### config.mk
export PLATFORM = sky130hd
export DESIGN_NAME = mlab_fifo_ctrl
export DESIGN_NICKNAME = d
export VERILOG_FILES = /design/src/rtl/fifo_pkg.sv /design/src/rtl/mlab_ram_sdp.sv /design/src/rtl/mlab_fifo_ctrl.sv
export SDC_FILE = /design/constraint.sdc
export NUM_CORES = 1
export LEC_CHECK = 0
export ABC_AREA = 1
export CORE_ASPECT_RATIO = 1.25
export CORE_MARGIN = 8
export CORE_UTILIZATION = 35
export DETAILED_ROUTE_END_ITERATION = 8
export GPL_TIMING_DRIVEN = 0
export PLACE_DENSITY_LB_ADDON = 0.3
export SLEW_MARGIN = 30
export SYNTH_ARGS = -nofsm -noshare
export SYNTH_HDL_FRONTEND = slang
export SYNTH_SLANG_ARGS = --single-unit
### constraint.sdc
create_clock -name clock -period 2.85 [get_ports clock]
set_input_delay 0.57 -clock clock [delete_from_list [all_inputs] [get_ports clock]]
set_output_delay 0.57 -clock clock [all_outputs]
set_load 0.005 [all_outputs]
### src/rtl/fifo_pkg.sv
// Shared FIFO sizing defaults and the wrapped pointer-advance helper used by
// the FIFO controllers in this codebase.
package fifo_pkg;

  localparam int FIFO_WIDTH = 32;
  localparam int FIFO_DEPTH = 20;
  localparam int FIFO_AW    = 8;

  // Non-power-of-two depths need an explicit wrap at depth-1.
  function automatic logic [FIFO_AW-1:0] ptr_inc(input logic [FIFO_AW-1:0] ptr,
                                                 input logic [FIFO_AW-1:0] depth);
    if (ptr == depth - FIFO_AW'(1)) return '0;
    return ptr + FIFO_AW'(1);
  endfunction

endpackage

### src/rtl/mlab_ram_sdp.sv
// Simple dual-port MLAB RAM: synchronous write, registered read (1 cycle),
// old data returned on read-during-write to the same address.
module mlab_ram_sdp #(
  parameter int WIDTH = 32,
  parameter int DEPTH = 20,
  parameter int AW    = 8
) (
  output logic [WIDTH-1:0] q,
  input  logic [WIDTH-1:0] data,
  input  logic [AW-1:0]    readaddr,
  input  logic [AW-1:0]    writeaddr,
  input  logic             wren,
  input  logic             clock
);

  localparam int IW = (DEPTH > 1) ? $clog2(DEPTH) : 1;

  (* ramstyle = "no_rw_check, MLAB" *) logic [WIDTH-1:0] mem [DEPTH];

  always_ff @(posedge clock) begin
    if (wren) mem[writeaddr[IW-1:0]] <= data;
    q <= mem[readaddr[IW-1:0]];
  end

  generate
    if (AW > IW) begin : g_addr_hi
      // Upper address bits are always zero for in-range pointers.
      logic unused_addr_hi;
      assign unused_addr_hi = ^{readaddr[AW-1:IW], writeaddr[AW-1:IW]};
    end
  endgenerate

endmodule

### src/rtl/mlab_fifo_ctrl.sv
// FWFT controller around one MLAB RAM: empty write-to-out_valid 2 cycles, 1 word/cycle pops;
// in_ready is from registered count only. FIFO_STATS_EN adds hwm/drops ports.
module mlab_fifo_ctrl
  import fifo_pkg::*;
#(
  parameter int WIDTH = FIFO_WIDTH,
  parameter int DEPTH = FIFO_DEPTH,
  parameter int AW    = FIFO_AW,
  parameter int CW    = $clog2(DEPTH + 1)
) (
  input  logic             clock,
  input  logic             reset_n,
  input  logic             clear,
  input  logic [WIDTH-1:0] in_data,
  input  logic             in_valid,
  output logic             in_ready,
  output logic [WIDTH-1:0] out_data,
  output logic             out_valid,
  input  logic             out_ready,
  output logic [CW-1:0]    count,
  output logic             full,
  output logic             empty
`ifdef FIFO_STATS_EN
  ,
  output logic [CW-1:0]    hwm,
  output logic [15:0]      drops
`endif
);

  localparam logic [CW-1:0]      DEPTH_C = CW'(DEPTH);
  localparam logic [FIFO_AW-1:0] DEPTH_P = FIFO_AW'(DEPTH);

  logic [AW-1:0] wrptr_q, wrptr_d, rdptr_q, rdptr_d, rd_addr;
  logic [CW-1:0] count_q, count_d;
  logic          out_valid_q, out_valid_d;
  logic          push, pop;

  assign in_ready  = (count_q != DEPTH_C);
  assign push      = in_valid & in_ready;
  assign pop       = out_valid_q & out_ready;
  assign count     = count_q;
  assign full      = (count_q == DEPTH_C);
  assign empty     = (count_q == '0);
  assign out_valid = out_valid_q;

  always_comb begin
    rd_addr     = pop  ? AW'(ptr_inc(FIFO_AW'(rdptr_q), DEPTH_P)) : rdptr_q;
    wrptr_d     = push ? AW'(ptr_inc(FIFO_AW'(wrptr_q), DEPTH_P)) : wrptr_q;
    rdptr_d     = rd_addr;
    count_d     = count_q + CW'(push) - CW'(pop);
    // Only words already in the RAM before this edge may become visible.
    out_valid_d = ((count_q - CW'(pop)) != '0);
    if (clear) begin
      wrptr_d     = '0;
      rdptr_d     = '0;
      count_d     = '0;
      out_valid_d = 1'b0;
    end
  end

  always_ff @(posedge clock or negedge reset_n) begin
    if (!reset_n) begin
      wrptr_q     <= '0;
      rdptr_q     <= '0;
      count_q     <= '0;
      out_valid_q <= 1'b0;
    end else begin
      wrptr_q     <= wrptr_d;
      rdptr_q     <= rdptr_d;
      count_q     <= count_d;
      out_valid_q <= out_valid_d;
    end
  end

  mlab_ram_sdp #(
    .WIDTH (WIDTH),
    .DEPTH (DEPTH),
    .AW    (AW)
  ) u_ram (
    .q         (out_data),
    .data      (in_data),
    .readaddr  (rd_addr),
    .writeaddr (wrptr_q),
    .wren      (push & ~clear),
    .clock     (clock)
  );

`ifdef FIFO_STATS_EN
  logic [CW-1:0] hwm_q, hwm_d;
  logic [15:0]   drops_q, drops_d;

  always_comb begin
    hwm_d   = (count_d > hwm_q) ? count_d : hwm_q;
    drops_d = drops_q;
    if (in_valid && !in_ready && (drops_q != 16'hFFFF)) drops_d = drops_q + 16'd1;
    if (clear) begin
      hwm_d   = '0;
      drops_d = '0;
    end
  end

  always_ff @(posedge clock or negedge reset_n) begin
    if (!reset_n) begin
      hwm_q   <= '0;
      drops_q <= '0;
    end else begin
      hwm_q   <= hwm_d;
      drops_q <= drops_d;
    end
  end

  assign hwm   = hwm_q;
  assign drops = drops_q;
`endif

endmodule

After elaboration in Yosys (flattened, before gate mapping)
Memories as Yosys holds them, arrays and structs flattened. A register that Yosys moved wholly into a read port is not among the register bits.
Cells that the tools add are included.
Widths: inputs -> output; s select.

word-level totals
  bits in registers = 22
  RAM bits = 640
  input port bits = 37
  memories = 1

cells by class
  add/subtract/negate cells = 5
  equality and inequality tests = 4
  muxes and demuxes = 14
  bitwise logic cells = 4
  reductions and logical operators = 4

memory list
  memory     depth  bits a word  rd ports  clocked after memory_dff  wr ports  line                source
  u_ram.mem  20     32           1         1                         1         mlab_ram_sdp.sv:18  (* ramstyle = "no_rw_check, MLAB" *) logic [WIDTH-1:0] mem [DEPTH];

operators with widths
  operator             count
  $mux 8               8
  $add 8x1->8 const B  2
  $eq 8x5->1 const B   2
  $sub 5x1->5          2
  $add 5x1->5          1
  $eq 5x5->1 const B   1
  $logic_not 5->1      1
  $mux 1               5
  $mux 5               1
  $ne 5x5->1 const B   1
  $reduce_bool 5->1    1
  $reduce_bool 2->1    2
  $and 1x1->1          3
  $not 1->1            1

Depth between registers and ports, before layout
  depth in word-level cells = 5
  depth in mapped cells = 16
  mapped depth without buffers = 16

Modules after synthesis
From an unflattened synthesis, not the netlist that was laid out.

second synthesis, totals
  cells, all modules = 2,355
  area total of the unflattened synthesis = 28,059.4 um^2

by module, submodules not included
  module          instances  cells each  area an instance (um^2)  seq. area each (um^2)
  mlab_ram_sdp    1          2,156       26,591.8                 19,859.0
  mlab_fifo_ctrl  1          199         1,467.7                  550.5

Worst setup path before layout
No wires, ideal clock.

  kind = register -> register
  start = register count_q[3], in the netlist count[3]
  end = memory u_ram.mem[0][0], enable pin
  arrival = 2.658 ns
  slack = -0.229 ns
  cell stages (with the launch flop) = 10
  cells stage by stage = dfrtp_1 -> inv_1 -> ha_1 -> inv_1 -> nor3_1 -> inv_1 -> nand2_1 -> nor2_1 -> nand2_1 -> nor2_1

on the way
  longest elaborated chain between the ends = 5

RTL lines
  element                       line                  source
  start, declared               mlab_fifo_ctrl.sv:34  logic [CW-1:0] count_q, count_d;
  start signal, assigned        mlab_fifo_ctrl.sv:70  count_q <= count_d;
  $ne 5x5->1                    mlab_fifo_ctrl.sv:38  assign in_ready = (count_q != DEPTH_C);
  net in_ready                  mlab_fifo_ctrl.sv:16  output logic in_ready,
  $and 1x1->1                   mlab_fifo_ctrl.sv:39  assign push = in_valid & in_ready;
  $and 1x1->1                   mlab_fifo_ctrl.sv:84  .wren (push & ~clear),
  $mux 1                        mlab_ram_sdp.sv:21    if (wren) mem[writeaddr[IW-1:0]] <= data;
  $mux 1 (not written as such)  mlab_ram_sdp.sv:21
  end, declared                 mlab_ram_sdp.sv:18

The timed path passes the listed nets, and every way through them passes these cells.

Worst setup path in the final report
  start = input port out_ready
  end = register u_ram.q[31], read port of u_ram.mem

on the way
  longest elaborated chain between the ends = 2

RTL lines
  element          line                  source
  start, declared  mlab_fifo_ctrl.sv:19  input logic out_ready,
  $and 1x1->1      mlab_fifo_ctrl.sv:40  assign pop = out_valid_q & out_ready;
  $mux 8           mlab_fifo_ctrl.sv:47  rd_addr = pop ? AW'(ptr_inc(FIFO_AW'(rdptr_q), DEPTH_P)) : rdptr_q;
  end, declared    mlab_ram_sdp.sv:8     output logic [WIDTH-1:0] q,

Every way passes these cells. The select of a mux whose other input is x is not followed.
A chain may end at the register's enable or synchronous reset.

==> impl_metrics.yaml <==
pwr:
  power.share.clock: 0.331
  p_sw_frac: 0.308
  p_leak_nw: 14.0
  pwr_density_cell_nw_per_um2: 757
  vdd_drop_max_uv: 474
  internal_power_mw: 18.5
  seq_power_share: 0.433
  switchingPower_mw: 8.24
  power_frac_comb: 0.236
sta:
  worst-slew-pin-transition_ps: 909
  skew_ps: 31.1
  fin_crit_sh: 0.967
  max-slew-margin-rel: 0.392
  fin_ws_ps: 95.2
  min_period_ps: 2750
  drv_slew: 0
  hold_viol: 0
  setup_viol: 0
  timing.fmax_ghz: 0.363
  rsz0062_at_grt: "yes"
finish:
  nets: 2957
  design_area_um2: 35400
  final_cell_count_no_fill: 4049
  drive_gt1_frac: 0.106
  area_growth_syn_to_layout_pct: 18.8
  fillCellCount: 7757
  fin_util: 0.420
placed_design:
  hpwlAfterDp_um: 61200
  gp_congestion: 0.838
  post-place-ws_ps: -713
  dp_cells: 3899
  post_dp_cell_area_um2: 32900
  port_buffers: 77
drt:
  via_per_inst: 5.03
  drtIter0Drc: 1849
  wl_um: 88500
  firstDrtPassIters: 5
  final_antenna_net_count: 0
  avgRoutedWirePerCell_um: 21.8
  vias: 20400
  drc_errors: 0
synth:
  syn_area_per_cell_um2: 11.0
  seq_area_frac_synth: 0.685
  synthCells: 2702
  yosys.area.top_type: "edfxtp_1"
  synth_top_area_frac: 0.645
  synthFlopType: "edfxtp_1"
  ys_ff_latch: 694
  ys_types: 35
  synth_area_um2: 29800
  yosys_warnings: 0
  async_flop_share: 0.0317
  yosys-top-cells-area: "edfxtp_1 64%, nand3_1 10%, inv_1 5.6%, nand2_1 5.2%, nand3b_1 2.4%"
  synth_edf_count: 640
  syn_nets: 2753
floorplanning:
  dieArea_um2: 94800
  fp.dieH_um: 342
  num_io_pins: 78
  num_rows: 119
  start_util: 0.354
  die_w_um: 277
  core_region_area_um2: 84300
worst_setup_path:
  crit_path_start_kind: "input port"
  crit_required_ps: 3290
  crit_type: "in2reg"
  max_stage_delay_ps: 440
  critPathMaxFanout: 10
  rr_startpoint: "out_valid"
  cp.arrival_ps: 3190
  cpMaxStageDelayCell: "clkdlybuf4s50_1"
  reg2reg_slack_ps: 110
  cpMostUsedCell: "nand2_1"
  path_cells: "clkdlybuf4s50_1, nand2_4, inv_2, nand2_1, nand2_1, inv_2, buf_2, buf_2, nand3b_1, nand3_1, nand3_1, nand3_1, nand2_1, nand2_1, nand2_1"
  r2r-end: "u_ram.q[31]"
  rr_worst_depth: 14
  setup.worst_path.end_class: "register"
global_route:
  grt_usage: 0.182
  antenna_found_initial: 2
  grt_max_degree: 23
  grt_pass1_wl_um: 128000
  grt_pass1_vias: 19500
  grt_remaining_overflow: 0
hold_path:
  hold_path.class: "in2async"
cts:
  worst_skew_pair.late_latency_ps: 620
  cts.sinks: 694
  cts_tree: "done"
  cts_inserted_buffers: 68
  clockBufferDepth: 3
  h-tree-depth: 3
  cts_root_buf: "clkbuf_16"
  clk_pin_slew_ps: 60
status:
  status: "complete, no violations"
run:
  cap_violations: 0
==> routing by layer <==
layer / track usage / routed length, µm
met1: 0.219 / 35100
met2: 0.323 / 44500
met3: 0.0274 / 5730
met4: 0.0749 / 3150
met5: 0 / 0
==> critical path: cells and delay by family <==
family | cells | cell delay (ps)
buffers and inverters | 5 | 1560
and+or+nand+nor | 10 | 1040
==> cells by family (layout without fill, tap and decap cells) <==
group,Yosys count,count (layout),share of synthesized area
buf+inv,613,869,0.0863
simple gates,1250,1250,0.197
flops,694,694,0.685
xor+xnor,8,8,0.00235
other cells,0,2,0
compound gates,123,123,0.0231
fa+ha+maj,14,14,0.00613
==> synth_stat cells (9+ instances only) <==
master    number
nand3_1      618
o22ai_1       39
inv_2          9
buf_6         20
nand2_1      413
nor2_1       107
inv_1        447
dfrtp_1       22
buf_1         17
clkbuf_1      36
buf_2         75
o21ai_0       75
nand3b_1      96
dfxtp_1       32
edfxtp_1     640
ha_1          13
==> worst max-delay path by stage <==
stage / endpoint / from / slack [ps]
global route: u_ram.mem[18][14] / count[3] / -100
floorplan: u_ram.mem[0][0] / count[3] / -230
detailed placement: u_ram.q[25] / out_ready / -710
global placement: u_ram.mem[17][15] / in_valid / -2700
finish: u_ram.q[31] / out_ready / 100
CTS: u_ram.q[1] / rdptr_q[0] / 10
==> layout by cell type (no fill, tap or decap), types with 4 or more instances in the layout <==
cell type / netlist / layout
a21oi_1: 4 / 4
buf_1: 17 / 14
buf_12: 0 / 14
buf_16: 0 / 25
buf_2: 75 / 77
buf_4: 7 / 23
buf_6: 20 / 20
clkbuf_1: 36 / 43
clkbuf_16: 0 / 72
clkbuf_2: 1 / 12
clkbuf_8: 0 / 4
clkdlybuf4s50_1: 0 / 76
clkinv_1: 1 / 7
clkinv_2: 0 / 13
dfrtp_1: 22 / 22
dfxtp_1: 32 / 32
edfxtp_1: 640 / 640
ha_1: 13 / 13
inv_1: 447 / 446
inv_2: 9 / 10
nand2_1: 413 / 410
nand3_1: 618 / 618
nand3b_1: 96 / 96
nor2_1: 107 / 86
nor2_4: 0 / 20
nor3_1: 6 / 5
o21ai_0: 75 / 75
o22ai_1: 39 / 39
xor2_1: 7 / 7
==> what timing repair did <==
item,in CTS,in global routing
buffers inserted,16,9
resized for setup,14,14
pin swaps,10,2
endpoints found under the hold margin,22,0
setup endpoints to repair,204,327
hold buffers,1,0
==> power by group through the flow <==
| stage | clock, mW | combinational, mW | sequential (mW) |
|---|---|---|---|
| 2_1_floorplan | 0 | 3.44 | 11.8 |
| 3_3_place_gp | 0 | 6.18 | 11.8 |
| 3_5_place_dp | 0 | 6.27 | 11.8 |
| 4_1_cts | 8.99 | 6.32 | 11.6 |
| 5_1_grt | 9.37 | 6.90 | 11.6 |
| 6_report | 8.86 | 6.33 | 11.6 |
==> state kept, by name, indices dropped and copies added, names as in the netlist <==
register / cells
u_ram.mem: 640
u_ram.q: 32
rdptr_q: 8
wrptr_q: 8
count: 5
out_valid: 1
==> through the flow <==
step | power, mW | setup TNS (ps) | hold WS [ps]
after global placement | 18.0 | -1401470 | 552
final | 26.8 | 0 | 487
after CTS | 26.9 | 0 | 485
after global routing | 27.9 | -7680 | 527
after detailed placement | 18.1 | -77400 | 573
after floorplan | 15.3 | -146880 | 274
==> cell type report <==
type	instances	area (µm²)	area share
Sequential cell	694	20400	0.577
Multi-Input combinational cell	1395	6990	0.197
Clock buffer	95	1930	0.0545
Timing Repair Buffer	134	1880	0.0531
Inverter	457	1720	0.0485
Tap cell	1089	1360	0.0385
Buffer	156	883	0.0250
Clock inverter	27	219	0.00619
Antenna cell	2	5.00	0.000141
Note: power is estimated with default switching activity, not from simulation.
